===== src/rtl/fetch_stage.sv =====
// fetch_stage -- IF stage of a 5-stage pipeline: PC register, IF/ID register,
// and a RUN/HALTED FSM that parks the front end after ECALL/EBREAK.
//
// Ports:
//   clk            in   clock; all state updates on the rising edge
//   rst            in   synchronous reset, active low
//   stall          in   hold PC and IF/ID (hazard unit)
//   branch_taken   in   redirect from EX; beats stall and HALTED
//   branch_target  in   redirect address; bit 0 is forced to 0
//   instr_in       in   instruction word read combinationally at pc_out
//   pc_out         out  current fetch address
//   ifid_pc        out  IF/ID: PC of held instruction
//   ifid_pc4       out  IF/ID: ifid_pc + 4
//   ifid_instr     out  IF/ID: held instruction word
//   ifid_valid     out  IF/ID holds a real instruction (0 = bubble)
//   halted         out  FSM is in HALTED
//   perf_fetch_cnt out  instructions latched into IF/ID
//   perf_flush_cnt out  redirects taken
//
// Build option: define FETCH_PERF_CNT_EN to enable the two performance
// counters. When undefined the counter ports are tied to 0 and no counter
// flops exist.
module fetch_stage #(
  parameter int           N        = 32,
  parameter logic [N-1:0] RESET_PC = '0
) (
  input  logic         clk,
  input  logic         rst,
  input  logic         stall,
  input  logic         branch_taken,
  input  logic [N-1:0] branch_target,
  input  logic [31:0]  instr_in,
  output logic [N-1:0] pc_out,
  output logic [N-1:0] ifid_pc,
  output logic [N-1:0] ifid_pc4,
  output logic [31:0]  ifid_instr,
  output logic         ifid_valid,
  output logic         halted,
  output logic [31:0]  perf_fetch_cnt,
  output logic [31:0]  perf_flush_cnt
);

  localparam logic [31:0] NOP    = 32'h0000_0013;
  localparam logic [31:0] ECALL  = 32'h0000_0073;
  localparam logic [31:0] EBREAK = 32'h0010_0073;

  typedef enum logic {RUN = 1'b0, HALTED = 1'b1} state_t;

  typedef struct packed {
    logic [N-1:0] pc;
    logic [N-1:0] pc4;
    logic [31:0]  instr;
    logic         valid;
  } ifid_t;

  state_t       state_q, state_d;
  logic [N-1:0] pc_q, pc_d;
  ifid_t        ifid_q, ifid_d;

  logic [N-1:0] pc_plus4;
  logic         is_halt;
  logic         fetch_en;

  // Redirect targets are halfword aligned; bit 0 is dropped on purpose.
  logic unused_tgt_lsb;
  assign unused_tgt_lsb = branch_target[0];

  assign pc_plus4 = pc_q + N'(4);
  assign is_halt  = (instr_in == ECALL) || (instr_in == EBREAK);
  // An instruction is latched into IF/ID on this edge (normal or halting fetch).
  assign fetch_en = !branch_taken && (state_q == RUN) && !stall;

  // Priority: branch > HALTED hold > stall > fetch (reset handled in the flop).
  always_comb begin
    state_d = state_q;
    pc_d    = pc_q;
    ifid_d  = ifid_q;
    if (branch_taken) begin
      // Flush: squash the IF/ID instruction but keep its PC fields.
      pc_d         = {branch_target[N-1:1], 1'b0};
      ifid_d.instr = NOP;
      ifid_d.valid = 1'b0;
      state_d      = RUN;
    end else if (state_q == HALTED) begin
      ifid_d.instr = NOP;
      ifid_d.valid = 1'b0;
    end else if (!stall) begin
      ifid_d.pc    = pc_q;
      ifid_d.pc4   = pc_plus4;
      ifid_d.instr = instr_in;
      ifid_d.valid = 1'b1;
      // The halting instruction itself goes down the pipe; PC stays on it.
      if (is_halt) state_d = HALTED;
      else         pc_d    = pc_plus4;
    end
  end

  always_ff @(posedge clk) begin
    if (!rst) begin
      state_q <= RUN;
      pc_q    <= RESET_PC;
      ifid_q  <= '{pc: '0, pc4: '0, instr: NOP, valid: 1'b0};
    end else begin
      state_q <= state_d;
      pc_q    <= pc_d;
      ifid_q  <= ifid_d;
    end
  end

  assign pc_out     = pc_q;
  assign ifid_pc    = ifid_q.pc;
  assign ifid_pc4   = ifid_q.pc4;
  assign ifid_instr = ifid_q.instr;
  assign ifid_valid = ifid_q.valid;
  assign halted     = (state_q == HALTED);

`ifdef FETCH_PERF_CNT_EN
  logic [31:0] fetch_cnt_q, fetch_cnt_d;
  logic [31:0] flush_cnt_q, flush_cnt_d;

  always_comb begin
    fetch_cnt_d = fetch_cnt_q;
    flush_cnt_d = flush_cnt_q;
    if (fetch_en)     fetch_cnt_d = fetch_cnt_q + 32'd1;
    if (branch_taken) flush_cnt_d = flush_cnt_q + 32'd1;
  end

  always_ff @(posedge clk) begin
    if (!rst) begin
      fetch_cnt_q <= '0;
      flush_cnt_q <= '0;
    end else begin
      fetch_cnt_q <= fetch_cnt_d;
      flush_cnt_q <= flush_cnt_d;
    end
  end

  assign perf_fetch_cnt = fetch_cnt_q;
  assign perf_flush_cnt = flush_cnt_q;
`else
  logic unused_fetch_en;
  assign unused_fetch_en = fetch_en;
  assign perf_fetch_cnt  = '0;
  assign perf_flush_cnt  = '0;
`endif

endmodule


===== config.mk =====
export PLATFORM = sky130hd
export DESIGN_NAME = fetch_stage
export DESIGN_NICKNAME = d
export VERILOG_FILES = /design/src/rtl/fetch_stage.sv
export SDC_FILE = /design/constraint.sdc
export NUM_CORES = 1
export LEC_CHECK = 0
export ABC_CLOCK_PERIOD_IN_PS = 3200
export BUFFER_PORTS_ARGS = -buffer_cell sky130_fd_sc_hd__buf_2
export CORE_MARGIN = 1
export CORE_UTILIZATION = 51
export DETAILED_ROUTE_END_ITERATION = 8
export PLACE_DENSITY = 0.85
export SLEW_MARGIN = 20
export SYNTH_ARGS = -nofsm -noshare
export SYNTH_HDL_FRONTEND = slang
export SYNTH_SLANG_ARGS = --single-unit

===== constraint.sdc =====
create_clock -name clk -period 3.2 [get_ports clk]
set_clock_uncertainty 0.05 [all_clocks]
set_input_delay 0.16 -clock clk [delete_from_list [all_inputs] [get_ports clk]]
set_output_delay 0.16 -clock clk [all_outputs]
set_load 0.01 [all_outputs]

# Word-level counts from Yosys, hierarchy flattened
# Index checks and enable logic that the tools add are counted.
dict set report totals {
  elab_cells 31
  regBits 130
  input_bits 68
  out_inout_bits 194
}
dict set report op_classes {
  reduce_logical 6
  mux 7
  eq_ne 5
  bitwise_logic 5
  addsub 1
}
# operator count
set op_table {}
lappend op_table {{$mux W32} 4}
lappend op_table {{$add A32 B3 Y32 const B} 1}
lappend op_table {{$eq A32 B21 Y1 const B} 1}
lappend op_table {{$eq A32 B7 Y1 const B} 1}
lappend op_table {{$reduce_and A3 Y1} 3}
lappend op_table {{$not A1 Y1} 5}
lappend op_table {{$ne A2 B2 Y1 const B} 2}
lappend op_table {{$mux W1} 3}
lappend op_table {{$reduce_or A3 Y1} 1}
lappend op_table {{$ne A2 B1 Y1 const B} 1}
lappend op_table {{$reduce_or A2 Y1} 1}
lappend op_table {{$logic_or A1 B1 Y1} 1}

# Depth between registers and ports, before layout
# Gate-level depths: netlist of the first run.
dict set report depth {
  ltp_word 6
  ltp_mapped 7
  depth_no_buf 6
}

# Worst setup path before layout of the first run
# Ideal clock, no wire load.
dict set report synth_path {
  path_type {reg2reg}
  start {reg pc_q[2] (netlist: pc_out[2])}
  end {reg pc_q[26] (netlist: pc_out[26])}
  path_stages_with_launch 8
  path_buffers 1
  required_ns 3.035
  t_arrival_ns 1.953
  path_slack_ns 1.082
  synth_period_minus_slack_ns 2.118
  setup_time_ns 0.115
  path_cell_list {dfxtp_1 ha_1 nand3_4 or3_1 buf_6 nor4_4 a311oi_1 o21a_1}
}
dict set report synth_via {
  elab_chain_len 5
}
# item line
set synth_rtl {}
lappend synth_rtl {{start, declared} 57} ;# logic [N-1:0] pc_q, pc_d;
lappend synth_rtl {{start signal, assigned} 105} ;# pc_q <= pc_d;
lappend synth_rtl {{$add A32 B3 Y32} 68} ;# assign pc_plus4 = pc_q + N'(4);
lappend synth_rtl {{$mux W32} 93} ;# if (is_halt) state_d = HALTED;
lappend synth_rtl {{$mux W32} 87} ;# end else if (!stall) begin
lappend synth_rtl {{$mux W32} 84} ;# end else if (state_q == HALTED) begin
lappend synth_rtl {{$mux W32} 78} ;# if (branch_taken) begin
# Every way passes these cells. The select of a mux whose other input is x is not followed.
# A chain may end at the register's enable or synchronous reset.

# Worst setup path after layout of the first run
dict set report layout_path {
  start {in instr_in[18]}
  end {reg pc_q[16] (netlist: pc_out[16])}
}
dict set report layout_via {
  elab_chain_len 4
  elab_cells_between_ends 5
  classes_between {eq/ne: 3; reduce/logical: 2}
}
# item line
set layout_rtl {}
lappend layout_rtl {{start, declared} 32} ;# input logic [31:0] instr_in,
lappend layout_rtl {{$eq A32 B7 Y1 / $eq A32 B21 Y1 (equally long branches)} 69} ;# assign is_halt = (instr_in == ECALL) || (instr_in == EBREAK);
lappend layout_rtl {{$logic_or A1 B1 Y1 (*)} 69}
lappend layout_rtl {{$ne A2 B2 Y1 (no source line) (*)} --}
lappend layout_rtl {{$reduce_and A3 Y1 (no source line) (*)} --}
# Every way passes the cells marked *; elsewhere a longest branch is shown, timed or not.

==> results of run 1 <==
## worst max path at each step
stage | start | endpoint | depth (start not counted) | slack [ps]
3_5_place_dp | instr_in[18] | pc_out[16]$_SDFFE_PN0P_ | 7 | 860
2_1_floorplan | pc_out[2]$_SDFFE_PN0P_ | pc_out[26]$_SDFFE_PN0P_ | 7 | 1080
4_1_cts | instr_in[18] | pc_out[16]$_SDFFE_PN0P_ | 8 | 740
6_report | instr_in[18] | pc_out[16]$_SDFFE_PN0P_ | 8 | 770
3_3_place_gp | pc_out[16]$_SDFFE_PN0P_ | pc_out[22]$_SDFFE_PN0P_ | 5 | 890
5_1_grt | instr_in[18] | pc_out[16]$_SDFFE_PN0P_ | 8 | 580
## through the flow
stage	setup WS (ps)	hold WS (ps)
after global placement	890	340
after floorplan	1080	254
after CTS	742	3.00
after detailed placement	855	365
after global routing	583	20.9
final	768	19.1
## metal layers
metal / vias up / track usage (%) / wire length [um] / part of all wire (%)
li1: 2737 / - / - / -
met1: 2601 / 32.5 / 7040 / 42
met2: 263 / 46.1 / 8080 / 48
met3: 23 / 9.88 / 1470 / 8.7
met4: 0 / 9.02 / 285 / 1.7
met5: - / 0 / 0 / 0
## registers in the layout, indices dropped and copies added (netlist names)
signal / cells
ifid_instr: 32
ifid_pc: 31
pc_out: 31
ifid_pc4: 30
halted: 1
ifid_valid: 1
## synthesized netlist by cell type, types with 4 or more instances
master / number
a211o_1: 4
a211oi_1: 10
a21oi_1: 62
a31oi_1: 5
and3_1: 9
and4_1: 4
buf_2: 9
buf_4: 69
clkbuf_1: 36
dfxtp_1: 126
inv_1: 9
mux2_2: 5
mux2i_1: 30
nand2_1: 86
nand3_1: 15
nand4_1: 11
nor2_1: 58
nor3_1: 12
nor4_1: 13
o21a_1: 7
o21ai_0: 33
o31a_1: 4
or3_1: 5
xnor2_1: 17
xor2_1: 13
## worst max-delay path, cell delays in order
cell and delay, ps:
dlygate4sd3_1 540, buf_2 130, nor4_1 450, nand4_1 440, o21ai_1 300, buf_4 250, nor3_1 70, o31a_1 310
## power groups by stage
stage / Sequential (mW) / Clock [mW] / Combinational, mW
final: 1.72 / 1.81 / 0.499
after floorplan: 1.77 / 0 / 0.318
after detailed placement: 1.75 / 0 / 0.448
after global placement: 1.75 / 0 / 0.442
after global routing: 1.73 / 1.89 / 0.550
after CTS: 1.72 / 1.83 / 0.491
## placed cells by master (no fill, tap or decap), types with 13 or more instances in the layout
master	count
buf_2	193
dfxtp_1	126
xor2_1	13
dlygate4sd3_1	43
nor2_1	57
a21oi_1	61
o21ai_0	33
xnor2_1	17
clkbuf_16	17
mux2i_1	30
nor4_1	13
nand2_1	86
nand3_1	15
conb_1	67
## cell families after synthesis
family | Yosys count
simple gates | 232
buf+inv | 129
other cells | 1
compound gates | 151
xor+xnor | 30
flops | 126
mux | 35
fa+ha+maj | 1
## what timing repair did
action,in CTS,in global routing
gates resized for setup,0,0
hold buffers,43,0
endpoints found under the hold margin,43,0
## area by class of cell
class	instances	area [um^2]
fillers	902	3700
multi-input cells	516	2970
flip-flops and latches	126	2520
repair buffers	245	1460
clock buffers	23	488
well taps	143	179
clock inverters	7	62.6
inverters	10	37.5
==> results.toml, run 1 <==
[drt]
viasPerCell = 5.26
drt_pre_antenna_iters = 5
drt_iter0_drc = 420
antenna_left = 0
vias = 5624
totalWireLength_mm = 16.9
post-route-drc-count = 0
wl_per_cell_um = 15.8

[setup_path]
critical_path_class = "primary input to flip-flop"
reg2reg_to = "pc_out[16]$_SDFFE_PN0P_"
required_ps = 3440
critPathCaptureType = "flip-flop"
critPathLaunchType = "primary input"
rr_worst_depth = 6
reg2reg_slack_ps = 840
rr_startpoint = "pc_out[3]$_SDFFE_PN0P_"
cp_max_fo = 16
arrival_ps = 2680

[synthesis]
synth.distinct_cells = 61
synth_seq_cells = 126
ys_async_sr_fraction_pct = 0
synth_edf_count = 0
synthTopCellsByArea = "dfxtp_1, buf_4, nand2_1, a21oi_1, mux2i_1"
yosysSeqAreaShare_pct = 42.1
synth_top_area_share_pct = 42.1
synth_compound_area_share_pct = 15.3
synthAdderAreaFrac_pct = 0.209
synth.area.mux_share_pct = 5.96
synth_top_family_by_area = "simple AND/OR/NAND/NOR gates"
synth_top_flop_cell = "dfxtp_1"
postSynthCellCount = 705
synth_top_area_cell = "dfxtp_1"
ys_warn_count = 0
synth_area_per_cell_um2 = 8.49
synthSimpleGateAreaFrac_pct = 19.1
synth_xor_area_share_pct = 4.39
synth_area_mm2 = 0.00598

[hold_path]
min_from = "branch_target[17]"
min_to = "pc_out[17]$_SDFFE_PN0P_"
min_path_cells = 4
hold_class = "primary input to flip-flop"

[pwr]
swShare_pct = 25.8
power.switching_mw = 1.04
peakVddDrop_uv = 401
power_mw = 4.03
share_seq_of_total_power_pct = 42.7
intPower_mw = 2.99
leakagePower_nw = 3.51
pwr-share-comb_pct = 12.4
clkPwrFrac_pct = 44.9
powerDensity_mw_per_mm2 = 522

[sta]
slew_violations = 0
hold_viol_final = 0
relSlewSlack_pct = 46.1
grt_setup_unrepaired = "false"
fmax_mhz = 411
period_minus_slack_ps = 2430
period_share_pct = 76.0
setup_viol = 0
tns_ps = 0
worst_pin_slew_ps = 802

[finish]
final_core_util_pct = 67.6
area_growth_pct = 29.0
diodes = 0
drive_gt1_share_pct = 27.1
final_area_mm2 = 0.00772
instances_no_fill = 1070
nNetsFinal = 985

[floorplan]
die_w_um = 110
core_area_mm2 = 0.0114
row_count = 39
initial_core_util_pct = 52.4
io_pins = 262
die_h_um = 110
die_area_mm2 = 0.0122

[job]
max_cap_violations = 0

[global_route]
grt_pass1_vias = 5120
antenna_found_initial = 0
grt_pass1_wl_mm = 25.4
grt_max_degree = 85
grt_util_all_layers_pct = 27.5
gr-total-overflow = 0

[clock_network]
cts_made_buffers = 17
cts_buffer_depth = 2
cts_setup_buffers = 0
htreeDepth = 4
cts_tree = "built"
clk_pin_slew_ps = 50
cts_root_buf = "clkbuf_16"
clock_latency_ps = 410
clock-sinks = 126

[placed_design]
placed_area_mm2 = 0.00673
placed_cells = 997
port_buffers = 193
place_hpwl_mm = 10.7
globalplace.congestion = 0.799

[outcome]
status = "finished, final reports clean"
(Power assumes the default switching activity.)
==> run 2: changes to the inputs <==
--- a/config.mk
+++ b/config.mk
@@ -5,12 +5,13 @@
 export SDC_FILE = /design/constraint.sdc
 export NUM_CORES = 1
 export LEC_CHECK = 0
-export ABC_CLOCK_PERIOD_IN_PS = 3200
+export ABC_AREA = 1
+export ABC_CLOCK_PERIOD_IN_PS = 2000
 export BUFFER_PORTS_ARGS = -buffer_cell sky130_fd_sc_hd__buf_2
 export CORE_MARGIN = 1
-export CORE_UTILIZATION = 51
+export CORE_UTILIZATION = 44
 export DETAILED_ROUTE_END_ITERATION = 8
-export PLACE_DENSITY = 0.85
+export PLACE_DENSITY = 0.77
 export SLEW_MARGIN = 20
 export SYNTH_ARGS = -nofsm -noshare
 export SYNTH_HDL_FRONTEND = slang
==> constraint.sdc (replaced) <==
create_clock -name clk -period 2 [get_ports clk]
set_clock_uncertainty 0.05 [all_clocks]
set_input_delay 0.1 -clock clk [delete_from_list [all_inputs] [get_ports clk]]
set_output_delay 0.1 -clock clk [all_outputs]
set_load 0.01 [all_outputs]
==> results.toml, run 2 <==
[synthesis]
synth_top_area_share_pct = 39.1
synth_top_flop_cell = "dfxtp_1"
synth_area_mm2 = 0.00645
synth_top_area_cell = "dfxtp_1"
yosysMostFrequentCell = "nand2_1"
synth_seq_cells = 126
ys_warn_count = 0
synth_common_cells = "nand2_1, nor2_1, dfxtp_1"
ys_async_sr_fraction_pct = 0
synth.distinct_cells = 33
synthTopCellsByArea = "dfxtp_1, nand2_1, nor2_1, buf_4, a21oi_1"
synth_edf_count = 0
yosysSeqAreaShare_pct = 39.1
synth_area_per_cell_um2 = 6.82
postSynthCellCount = 946

[hold_path]
min_from = "branch_target[10]"
min_path_cells = 5
hold_class = "primary input to flip-flop"
min_to = "pc_out[10]$_SDFFE_PN0P_"

[pwr]
peakVddDrop_uv = 612
powerDensity_mw_per_mm2 = 806
swShare_pct = 26.6
power.switching_mw = 1.85
clkPwrFrac_pct = 46.3
leakagePower_nw = 4.40
power_mw = 6.94
pwr-share-comb_pct = 14.0
intPower_mw = 5.10
share_seq_of_total_power_pct = 39.6

[placed_design]
placed_area_mm2 = 0.00735
place_ws_ps = 291
globalplace.congestion = 0.919
place_hpwl_mm = 13.5
port_buffers = 193
placed_cells = 1294

[clock_network]
clock-sinks = 126
cts_root_buf = "clkbuf_16"
htreeDepth = 4
cts_buffer_depth = 2
clock_latency_ps = 420
clk_pin_slew_ps = 60
cts_made_buffers = 17
cts_tree = "built"

[floorplan]
die_area_mm2 = 0.0152
core_area_mm2 = 0.0141
io_pins = 262
die_h_um = 123
row_count = 43
die_w_um = 123
initial_core_util_pct = 45.8

[global_route]
grt_pass1_vias = 6324
antenna_found_initial = 0
grt_util_all_layers_pct = 27.2
grt_max_degree = 49
grt_pass1_wl_mm = 31.4
gr-total-overflow = 0

[setup_path]
reg2reg_to = "pc_out[28]$_SDFFE_PN0P_"
critPathLaunchType = "primary input"
required_ps = 2300
rr_worst_depth = 11
cp_max_fo = 14
critPathCaptureType = "flip-flop"
reg2reg_slack_ps = 210
rr_startpoint = "pc_out[15]$_SDFFE_PN0P_"
arrival_ps = 2190
critical_path_class = "primary input to flip-flop"
critPathLaunch = "instr_in[25]"

[finish]
drive_gt1_share_pct = 24.6
final_cell_mix = "nand2_1, buf_2, nor2_1"
final_area_mm2 = 0.00862
largest_reg_flops = 32
diodes = 0
final_common_cell = "nand2_1"
final_core_util_pct = 61.1
nNetsFinal = 1265
instances_no_fill = 1389
area_growth_pct = 33.5

[drt]
totalWireLength_mm = 20.3
wl_per_cell_um = 14.6
drt_pre_antenna_iters = 6
vias = 6912
post-route-drc-count = 0
viasPerCell = 4.98
drt_iter0_drc = 557
antenna_left = 0

[sta]
tns_ps = 0
slew_violations = 0
final.setup.worst_slack_ps = 115
holdWs_ps = 16.2
period_share_pct = 94.3
fmax_mhz = 530
hold_viol_final = 0
setup_viol = 0
period_minus_slack_ps = 1890
grt_setup_unrepaired = "false"

[outcome]
status = "finished, final reports clean"

[job]
max_cap_violations = 0
[run 2: cell count changes after synthesis, moves of 11 or more]
| cell | previous run | this run |
|---|---|---|
| nor3_1 | 12 | 1 |
| inv_1 | 9 | 68 |
| o211ai_1 | 3 | 15 |
| inv_2 | 1 | 13 |
| clkbuf_1 | 36 | 22 |
| xnor2_1 | 17 | 4 |
| mux2i_1 | 30 | 0 |
| nor4_1 | 13 | 0 |
| nand2_1 | 86 | 245 |
| nand3_1 | 15 | 38 |
| nor2_1 | 58 | 147 |
[run 2: area by class of cell]
class	instances	area [um^2]
Clock buffer	20	467
Clock inverter	12	159
Fill cell	1227	5480
Inverter	82	308
Multi-Input combinational cell	692	3150
Sequential cell	126	2520
Tap cell	180	225
Timing Repair Buffer	277	1790
[run 2: repair_timing]
item,4_1_cts,5_1_grt
resized for setup,0,1
setup buffers,0,2
endpoints found under the setup margin,0,4
endpoints found under the hold margin,66,0
hold buffers,61,0
[run 2: kinds of logic after synthesis]
logic type	synth area share [%]
AND/OR/NAND/NOR	31.8
buffers and inverters	16.1
AO/OA/AOI/OAI	11.8
flip-flops	39.1
XOR/XNOR	0.950
adder cells (fa/ha/maj)	0.194
other	0.0581
[run 2: worst max path at each step]
stage / end / cells after the start
after floorplan: pc_out[28]$_SDFFE_PN0P_ / 12
final: pc_out[27]$_SDFFE_PN0P_ / 14
after global placement: pc_out[24]$_SDFFE_PN0P_ / 10
after detailed placement: pc_out[22]$_SDFFE_PN0P_ / 12
after global routing: pc_out[16]$_SDFFE_PN0P_ / 10
after CTS: pc_out[7]$_SDFFE_PN0P_ / 12
[run 2: power by group through the flow]
| stage | Sequential (mW) | Combinational, mW | Clock, mW |
|---|---|---|---|
| 3_3_place_gp | 2.80 | 0.837 | 0 |
| 4_1_cts | 2.75 | 0.943 | 3.25 |
| 3_5_place_dp | 2.80 | 0.845 | 0 |
| 6_report | 2.75 | 0.975 | 3.22 |
| 5_1_grt | 2.76 | 1.08 | 3.38 |
| 2_1_floorplan | 2.85 | 0.549 | 0 |
[run 2: routing by layer]
metal	vias to the layer above	track usage (%)	routed length (um)
met5	-	0	0
met4	0	14.5	883
met3	71	7.10	1600
met2	371	42.8	9500
met1	3123	33.9	8280
li1	3347	-	-
[run 2: worst max-delay path: stages]
cell	delay, ps
dlygate4sd3_1	560
buf_2	140
nor2_1	110
nand2_1	90
nor2_1	150
nand2_1	130
inv_1	90
nand2_2	150
nand2_2	120
buf_4	210
nand3_1	90
nand2_1	100
nor2_1	50
nor2_1	90
==> run 3: changes to the inputs <==
==> constraint.sdc (replaced) <==
create_clock -name clk -period 2 [get_ports clk]
set_clock_uncertainty 0.05 [all_clocks]
set_input_delay 0.1 -clock clk [delete_from_list [all_inputs] [get_ports clk]]
set_output_delay 0.1 -clock clk [all_outputs]
set_load 0.05 [all_outputs]
==> results.toml, run 3 (synthesized netlist as in run 2, its figures left out) <==
[clock_network]
cts_root_buf = "clkbuf_16"
htreeDepth = 4
clock-sinks = 126
cts_buffer_depth = 2
cts_tree = "built"
cts_made_buffers = 17
clock_latency_ps = 430
cts_setup_buffers = 0
clk_pin_slew_ps = 60

[floorplan]
die_w_um = 123
core_area_mm2 = 0.0141
initial_core_util_pct = 45.8
row_count = 43
die_h_um = 123
io_pins = 262
die_area_mm2 = 0.0152

[finish]
instances_no_fill = 1386
nNetsFinal = 1263
fillCellCount = 1237
drive_gt1_share_pct = 24.3
final_common_cell = "nand2_1"
final_cell_mix = "nand2_1, buf_2, nor2_1"
largest_reg_flops = 32
diodes = 0
area_growth_pct = 32.8

[sta]
grt_setup_unrepaired = "false"
period_share_pct = 90.9
tns_ps = 0
fmax_mhz = 550
hold_viol_final = 0
setup_viol = 0
slew_violations = 0
period_minus_slack_ps = 1820

[drt]
wl_per_cell_um = 14.3
totalWireLength_mm = 19.8
vias = 6785
antenna_left = 0
drt_pre_antenna_iters = 6
viasPerCell = 4.90
drt_iter0_drc = 487
post-route-drc-count = 0

[pwr]
leakagePower_nw = 4.38
peakVddDrop_uv = 645
powerDensity_mw_per_mm2 = 875

[global_route]
gr-total-overflow = 0
grt_max_degree = 49
grt_pass1_vias = 6249
grt_util_all_layers_pct = 26.3
grt_pass1_wl_mm = 30.4
antenna_found_initial = 0

[setup_path]
rr_worst_depth = 11
required_ps = 2300
arrival_ps = 2110
endpoint = "pc_out[17]$_SDFFE_PN0P_"
rr_startpoint = "pc_out[23]$_SDFFE_PN0P_"
cp_max_fo = 15
critPathLaunch = "instr_in[12]"
reg2reg_slack_ps = 190
critPathCaptureType = "flip-flop"
critical_path_class = "primary input to flip-flop"
reg2reg_to = "pc_out[28]$_SDFFE_PN0P_"
critPathLaunchType = "primary input"

[placed_design]
globalplace.congestion = 0.915
placed_cells = 1292
port_buffers = 193
place_hpwl_mm = 13.5

[outcome]
status = "finished, final reports clean"

[hold_path]
hold_class = "primary input to flip-flop"
min_from = "instr_in[7]"

[job]
max_cap_violations = 0
-- run 3: changes by cell type in the layout (fill, tap and decap cells not counted), sizes merged --
cell,before,now
clkbuf,20,18
clkinv,7,8
clkinvlp,2,1
buf,216,212
inv,82,83
dlygate4sd3,61,63
-- run 3: layer usage --
layer	GRT usage [%]	wire length (um)
met2	42.4	9370
met4	12.6	601
met5	0	0
met3	6.83	1640
met1	32.6	8180
-- run 3: report_power, final --
part           switching (mW)  internal, mW  total [mW]
clock network            1.18          1.99        3.17
registers               0.110          2.64        2.75
logic                    1.19         0.386        1.57
-- run 3: timing repair --
action | 4_1_cts | 5_1_grt
endpoints found under the hold margin | 68 | 0
hold buffers | 63 | 0
gates resized for setup | 0 | 1
endpoints found under the setup margin | 0 | 6
-- run 3: metrics by stage --
stage | total power [mW] | worst slack, ps | util, % | instance area [um^2] | hold WS, ps
after global placement | 4.24 | 323 | 52.0 | 7340 | 279
after global routing | 7.76 | 9.67 | 60.8 | 8570 | 71.6
after CTS | 7.51 | 202 | 60.8 | 8570 | 7.34
after floorplan | 4.02 | 27.0 | - | 6700 | 176
final | 7.50 | 182 | 60.8 | 8570 | 27.3
after detailed placement | 4.26 | 297 | 52.0 | 7340 | 290
-- run 3: cell type report --
cell class	count	area [um^2]	area share (%)
multi-input combinational	692	3150	36.7
sequential	126	2520	29.4
timing repair buffer	275	1760	20.6
clock buffer	18	439	5.12
inverter	82	308	3.59
tap	180	225	2.63
clock inverter	13	165	1.93
-- run 3: worst min path at each step --
stage	end	cells past startpoint	slack, ps
floorplan	ifid_instr[0]$_SDFFE_PP1N_	2	180
global placement	ifid_instr[4]$_SDFFE_PP1N_	3	280
detailed placement	ifid_instr[4]$_SDFFE_PP1N_	3	290
CTS	ifid_instr[7]$_SDFFE_PP0N_	5	7
global route	ifid_pc[1]$_SDFFE_PN0P_	3	70
finish	ifid_instr[7]$_SDFFE_PP0N_	5	30
-- run 3: worst max-delay path: stages --
cell	delay, ps
dlygate4sd3_1	540
buf_2	130
nor2_1	170
nand2_1	120
nor2_1	130
nand2_1	90
nor2_4	140
nor2_2	100
nor2_4	330
nand2_1	100
a21oi_1	160
